File: config.mk
export PLATFORM = sky130hd
export DESIGN_NAME = hazard_ctrl
export DESIGN_NICKNAME = d
export VERILOG_FILES = /design/src/rtl/hazard_ctrl.sv
export SDC_FILE = /design/constraint.sdc
export NUM_CORES = 1
export LEC_CHECK = 0
export BUFFER_PORTS_ARGS = -buffer_cell sky130_fd_sc_hd__buf_2
export CAP_MARGIN = 0
export CORE_UTILIZATION = 40
export DETAILED_ROUTE_END_ITERATION = 6
export PLACE_DENSITY = 0.66
export SYNTH_ARGS = -nofsm -noshare
export SYNTH_HDL_FRONTEND = slang
export SYNTH_SLANG_ARGS = --single-unit
File: constraint.sdc
create_clock -name clk -period 2.5 [get_ports clk]
set_input_delay 0.25 -clock clk [delete_from_list [all_inputs] [get_ports clk]]
set_output_delay 0.25 -clock clk [all_outputs]
set_load 0.03 [all_outputs]
File: src/rtl/hazard_ctrl.sv
// Stall/flush sequencer for the 5-stage pipeline: load-use bubbles, MUL/DIV
// occupancy of EX, EX-resolved redirects and data-memory wait freezes.
module hazard_ctrl #(
  parameter int REG_ADDR_W = 5,
  parameter int MULDIV_LAT = 4,
  parameter int CNT_W      = 16
) (
  input  logic                  clk,
  input  logic                  reset,
  input  logic [REG_ADDR_W-1:0] id_rs1,
  input  logic [REG_ADDR_W-1:0] id_rs2,
  input  logic                  id_rs1_used,
  input  logic                  id_rs2_used,
  input  logic [REG_ADDR_W-1:0] ex_rd,
  input  logic                  ex_reg_write,
  input  logic                  ex_is_load,
  input  logic                  ex_is_muldiv,
  input  logic                  ex_redirect,
  input  logic                  mem_req,
  input  logic                  mem_ready,
  output logic                  pc_stall,
  output logic                  if_id_stall,
  output logic                  if_id_flush,
  output logic                  id_ex_stall,
  output logic                  id_ex_flush,
  output logic                  ex_mem_stall,
  output logic                  ex_mem_flush,
  output logic                  mem_wb_stall,
  output logic                  mem_wb_flush,
  output logic                  md_busy,
  output logic [CNT_W-1:0]      stall_cnt,
  output logic [CNT_W-1:0]      flush_cnt
);

  localparam logic [0:0] RUN     = 1'b0;
  localparam logic [0:0] MD_WAIT = 1'b1;

  localparam int             MDW     = (MULDIV_LAT > 2) ? $clog2(MULDIV_LAT) : 1;
  localparam logic [MDW-1:0] MD_LOAD = (MULDIV_LAT > 2) ? MDW'(MULDIV_LAT - 2) : '0;
  localparam logic           MD_EN   = (MULDIV_LAT > 1);

  logic [0:0]     state;
  logic [MDW-1:0] md_cnt;
  logic           md_done;

  logic mem_wait, load_use, md_start, md_hold, md_rel;
  logic r_freeze, r_md, r_redir, r_start, r_lu;

  assign mem_wait = mem_req & ~mem_ready;
  assign load_use = ex_is_load & ex_reg_write & (ex_rd != '0) &
                    ((id_rs1_used & (id_rs1 == ex_rd)) | (id_rs2_used & (id_rs2 == ex_rd)));
  assign md_start = ex_is_muldiv & ~md_done & MD_EN;
  assign md_hold  = (state == MD_WAIT) & (md_cnt != '0);
  assign md_rel   = (state == MD_WAIT) & (md_cnt == '0);

  // One-hot row select in priority order; the release cycle falls through to redirect/load-use.
  assign r_freeze = mem_wait;
  assign r_md     = ~mem_wait & md_hold;
  assign r_redir  = ~mem_wait & ~md_hold & ex_redirect;
  assign r_start  = ~mem_wait & ~md_hold & ~ex_redirect & (state == RUN) & md_start;
  assign r_lu     = ~mem_wait & ~md_hold & ~ex_redirect & ~r_start & load_use;

  assign pc_stall     = reset & (r_freeze | r_md | r_start | r_lu);
  assign if_id_stall  = reset & (r_freeze | r_md | r_start | r_lu);
  assign if_id_flush  = reset & r_redir;
  assign id_ex_stall  = reset & (r_freeze | r_md | r_start);
  assign id_ex_flush  = reset & (r_redir | r_lu);
  assign ex_mem_stall = reset & r_freeze;
  assign ex_mem_flush = reset & (r_md | r_start);
  assign mem_wb_stall = 1'b0;
  assign mem_wb_flush = reset & r_freeze;
  assign md_busy      = (state == MD_WAIT);

  always_ff @(posedge clk or negedge reset) begin
    if (!reset) begin
      state   <= RUN;
      md_cnt  <= '0;
      md_done <= 1'b0;
    end else if (!mem_wait) begin
      if (md_hold) begin
        md_cnt <= md_cnt - MDW'(1);
      end else if (md_rel) begin
        state   <= RUN;
        md_done <= 1'b1;
      end else begin
        md_done <= 1'b0;
        if (r_start) begin
          state  <= MD_WAIT;
          md_cnt <= MD_LOAD;
        end
      end
    end
  end

  always_ff @(posedge clk or negedge reset) begin
    if (!reset) begin
      stall_cnt <= '0;
      flush_cnt <= '0;
    end else begin
      if (pc_stall && (stall_cnt != '1)) stall_cnt <= stall_cnt + CNT_W'(1);
      if (r_redir && (flush_cnt != '1)) flush_cnt <= flush_cnt + CNT_W'(1);
    end
  end

endmodule
======== Yosys cells after proc, flatten, opt, wreduce, memory -nomap -nowiden ========
Cells that the tools add are included.
operators by class
  $add $sub $neg .......................... 3
  multiply operators ...................... 0
  div/mod/pow operators ................... 0
  order comparisons ....................... 0
  eq/ne operators ......................... 5
  shifts and indexed selects .............. 0
  multiplexer cells ....................... 6
  bitwise logic cells ..................... 36
  reductions and logical operators ........ 10
operator list
  kind                   count
  $add 16x1->16 const B  2
  $ne 16x16->1 const B   2
  $and 1x1->1            23
  $eq 5x5->1             2
  $not 1->1              7
  $mux 2                 3
  $or 1x1->1             6
  $reduce_and 3->1       2
  $reduce_bool 2->1      3
  $reduce_bool 5->1      1
  $mux 1                 3
  $logic_and 1x1->1      2
  $logic_not 2->1        1
  $ne 2x2->1 const B     1
  $reduce_and 2->1       1
  $sub 2x1->2 const B    1
word-level totals
  register bits after elaboration ......... 36
  latch bits .............................. 0
  memory bits (writable) .................. 0
  bits in read-only memories .............. 0
  bits of input ports ..................... 25
  output and inout port bits .............. 42
  logic and storage cells ................. 65
  memories ................................ 0

======== Depth between registers and ports, before layout ========
  word-level depth ........................ 13
  depth in mapped cells ................... 9
  mapped depth without buffers ............ 9

======== Least setup slack after synthesis ========
OpenSTA, ideal clock, no wires.
  path kind ............................... register to register
  from .................................... register state, in the netlist md_busy
  to ...................................... register stall_cnt[1]
  setup time .............................. 0.128 ns
  arrival ................................. 2.075 ns
  data required time ...................... 2.372 ns
  slack ................................... 0.297 ns
  stages on the path, launching flop included .. 8
  buffers on the path ..................... 0
  clock period less this slack ............ 2.203 ns
  cells stage by stage .................... dfrtp_1 or3b_1 nor2_2 o21a_1 a21oi_4 inv_4 nand2_2 mux2_1
on the way
  longest elaborated chain between the ends .. 12
  elaborated cells on any way between the ends .. 16
  classes of those cells .................. bitwise: 15; reduce/logical: 1
RTL lines
  item                        line    text
  start, declared             42      logic [0:0] state;
  start signal, assigned      76      state <= RUN;
  start signal, assigned      83      state <= RUN;
  start signal, assigned      88      state <= MD_WAIT;
  $and 1x1->1                 53      assign md_hold = (state == MD_WAIT) & (md_cnt != '0);
  $not 1->1 (no source line)  --
  $and 1x1->1 (2 in a row)    60, 61
  $and 1x1->1 (2 in a row)    60      assign r_start = ~mem_wait & ~md_hold & ~ex_redirect & (state == RUN) & md_start;
  $not 1->1                   61      assign r_lu = ~mem_wait & ~md_hold & ~ex_redirect & ~r_start & load_use;
  $and 1x1->1 (2 in a row)    61
  $or 1x1->1 (*)              --
  $and 1x1->1 (*)             --
  named net if_id_stall       22      output logic if_id_stall,
  $logic_and 1x1->1 (*)       100     if (pc_stall && (stall_cnt != '1)) stall_cnt <= stall_cnt + CNT_W'(1);
  end signal, assigned        100
  end, declared               31      output logic [CNT_W-1:0] stall_cnt,
Mark *: on every way through the listed nets, which the timed path passes. The rest lies on a longest branch.
A chain may end at the register's enable or synchronous reset.

======== Final worst setup path ========
  from .................................... register md_cnt[0]
  to ...................................... output port pc_stall
on the way
  longest elaborated chain between the ends .. 12
  elaborated cells on any way between the ends .. 15
  classes of those cells .................. bitwise: 14; reduce/logical: 1
RTL lines
  item                        line    text
  start, declared             43      logic [MDW-1:0] md_cnt;
  start signal, assigned      81      md_cnt <= md_cnt - MDW'(1);
  $reduce_bool 2->1 (*)       53
  $and 1x1->1 (*)             53
  $not 1->1 (no source line)  --
  $and 1x1->1 (2 in a row)    60, 61
  $and 1x1->1 (2 in a row)    60
  $not 1->1                   61
  $and 1x1->1 (2 in a row)    61
  $or 1x1->1 (*)              63      assign pc_stall = reset & (r_freeze | r_md | r_start | r_lu);
  $and 1x1->1 (*)             63
  end, declared               21      output logic pc_stall,
Mark *: on every way between the ends. The rest lies on a longest branch, timed or not.

==> results.py <==
metrics = {
    "timing": {
        "setup_violations": 0,
        "period_minus_slack_ps": 2230,
        "rsz0062_at_grt": "no",
        "finalSetupTns_ps": 0,
        "final-hold-violation-count": 0,
        "finClkSkew_ps": 5.68,
        "fmax_ghz": 0.448,
        "slew_violations": 0,
        "fin_crit_sh_pct": 89.2,
    },
    "route": {
        "drt-vias-per-instance": 5.00,
        "via_count": 1524,
        "drt-wirelength-per-cell_um": 12.6,
        "drc": 7,
        "ant_nets": 0,
        "dr.pass1.iters": 6,
        "drt-total-wl_mm": 3.86,
        "drtIter0Drc": 68,
    },
    "cts": {
        "clock_tree.buffer_depth": 2,
        "cts-root-buf": "clkbuf_8",
        "clk_latency_ps": 280,
        "clock-sinks": 36,
        "tritoncts.num_buffers": 5,
        "hold_buffers": 0,
        "cts.clk_slew.worst_paths_ps": 70,
        "htree_levels": 2,
        "cts_tree": "built",
    },
    "hold_path": {
        "hold_class": "primary input to asynchronous set/reset pin",
    },
    "yosys": {
        "ys_types": 41,
        "yosys.area.top_type": "dfrtp_1",
        "yosysSeqAreaShare_pct": 47.0,
        "netlist_area_um2": 1920,
        "synth_edf_count": 0,
        "synth_top_area_share_pct": 47.0,
        "ys_ff_latch": 36,
        "ys_async_sr_fraction_pct": 100,
        "postSynthAreaPerCell_um2": 10.3,
        "yosys_warnings": 0,
        "ys.flop_type": "dfrtp_1",
        "ys_top_cells_by_area": "dfrtp_1 (47%), xnor2_1 (13%), nand3_1 (4.4%)",
        "synthCells": 186,
        "synthesis.nets": 214,
    },
    "worst_setup_path": {
        "crit_path_end_kind": "output port",
        "r2r-start": "md_cnt[0]",
        "path_class": "flip-flop to output port",
        "critPathMaxFanout": 11,
        "cp-startpoint": "md_cnt[0]",
        "worstSetupStartpointType": "flip-flop",
        "cp.arrival_ps": 1980,
        "worst_ep_required_time_ps": 2250,
    },
    "pwr": {
        "swShare_pct": 40.2,
        "netSwitchingPower_uw": 839,
        "p_comb_share_pct": 39.0,
        "power.share.sequential_pct": 40.3,
        "clkPwrFrac_pct": 20.7,
        "cellPowerDensity_nw_per_um2": 878,
        "p_int_mw": 1.25,
        "ir_drop_v": 0.000684,
        "leakagePower_nw": 1.19,
    },
    "final_layout": {
        "fin_nets": 281,
        "final_common_cell": "buf_2",
        "layout_common_cells": "buf_2 (65), dfrtp_1 (36), xnor2_1 (29)",
        "fin_util_pct": 53.1,
        "drive_gt1_share_pct": 32.4,
        "area_growth_pct": 24.0,
        "antenna_cells": 0,
    },
    "die": {
        "initial_core_util_pct": 42.8,
        "boundaryPins": 67,
        "placementRows": 24,
        "die_height_um": 71.2,
        "core_um2": 4470,
        "die_w_um": 71.2,
        "dieArea_um2": 5070,
    },
    "outcome": {
        "violations": "design-rule violations",
        "status": "complete, but fails checks",
    },
    "place": {
        "gp_congestion": 0.741,
        "portBuffers": 65,
        "dp_hpwl_mm": 2.94,
    },
    "global_route": {
        "grtUsageTotal_pct": 16.2,
        "antenna_found_initial": 0,
        "grt_pass1_vias": 1438,
        "grt_pass1_wl_mm": 6.49,
        "overflow": 0,
        "grt_start_max_net_pins": 40,
    },
    "job": {
        "drv_cap": 0,
    },
}
[metal layers]
layer	track usage, %	share of wire [%]	up-vias
met2	25.2	44	55
met4	4.44	0.93	0
met3	4.64	7.9	5
li1	-	-	767
met5	0	0	-
met1	22.2	47	697
[cells by family (layout without fill, tap and decap cells)]
| kind of cell | after synthesis | in the layout | share of synthesized area, % |
|---|---|---|---|
| mux | 3 | 3 | 1.96 |
| simple gates | 79 | 79 | 22.7 |
| xor+xnor | 38 | 38 | 17.4 |
| flops | 36 | 36 | 47.0 |
| buf+inv | 11 | 78 | 3.13 |
| other cells | 1 | 1 | 0.196 |
| fa+ha+maj | 3 | 3 | 1.96 |
| compound gates | 15 | 15 | 5.74 |
[what timing repair did]
| item | CTS | global route |
|---|---|---|
| setup endpoints to repair | 0 | 2 |
| resized for setup | 0 | 1 |
| buffers inserted | 0 | 0 |
[synth_stat cells (2+ instances only)]
library cell,number
a21oi_1,4
ha_1,3
buf_4,4
nor3_1,3
nand2_1,14
xnor2_1,29
xor2_1,9
and3_1,11
nor2b_1,2
and2_1,4
dfrtp_1,36
inv_1,4
a21o_1,2
nand2b_1,2
and4_1,2
o21a_1,2
nand3_1,17
nor2_1,10
nand4_1,6
[stage by stage]
stage	cell area [µm²]	cells	hold slack [ps]	worst slack [ps]	total power, mW
floorplan	1920	186	-45.6	297	1.42
global placement	2280	298	388	431	1.65
detailed placement	2280	298	397	365	1.67
CTS	2370	305	94.5	124	2.12
global route	2380	305	120	127	2.22
finish	2380	305	78.0	269	2.09
[power by group through the flow]
stage / clock network, mW / logic (mW) / registers [mW]
4_1_cts: 0.452 / 0.825 / 0.842
6_report: 0.433 / 0.814 / 0.841
5_1_grt: 0.480 / 0.881 / 0.863
2_1_floorplan: 0 / 0.391 / 1.03
3_3_place_gp: 0 / 0.805 / 0.850
3_5_place_dp: 0 / 0.821 / 0.851
[critical path, stage by stage, from the launching register on]
cell and delay, ps:
dfrtp_1 360, inv_1 90, ha_1 220, nand2b_1 130
nand2_1 80, o21a_1 230, a21oi_4 280, inv_4 110
buf_2 200
[registers in the layout (all words and copies together), names as in the netlist]
name / count
md_cnt: 2
md_done: 1
flush_cnt: 16
md_busy: 1
stall_cnt: 16
[path summary, 6_finish.rpt]
path                            endpoint  slack (ps)  cells after the start
max                             pc_stall         270                      8
min                        flush_cnt[15]          80                      2
max reg2reg                flush_cnt[11]         430                      8
min reg2reg                stall_cnt[11]         490                      1
max in group asynchronous  stall_cnt[11]        2100                      2
min in group clk                 md_busy         320                      3
[area by class of cell]
| cell class | count | area (µm²) |
|---|---|---|
| fill | 402 | 2100 |
| multi-input combinational | 139 | 961 |
| sequential | 36 | 901 |
| timing repair buffer | 66 | 333 |
| clock buffer | 7 | 96.3 |
| tap | 52 | 65.1 |
| inverter | 5 | 21.3 |
(Power assumes the default switching activity.)
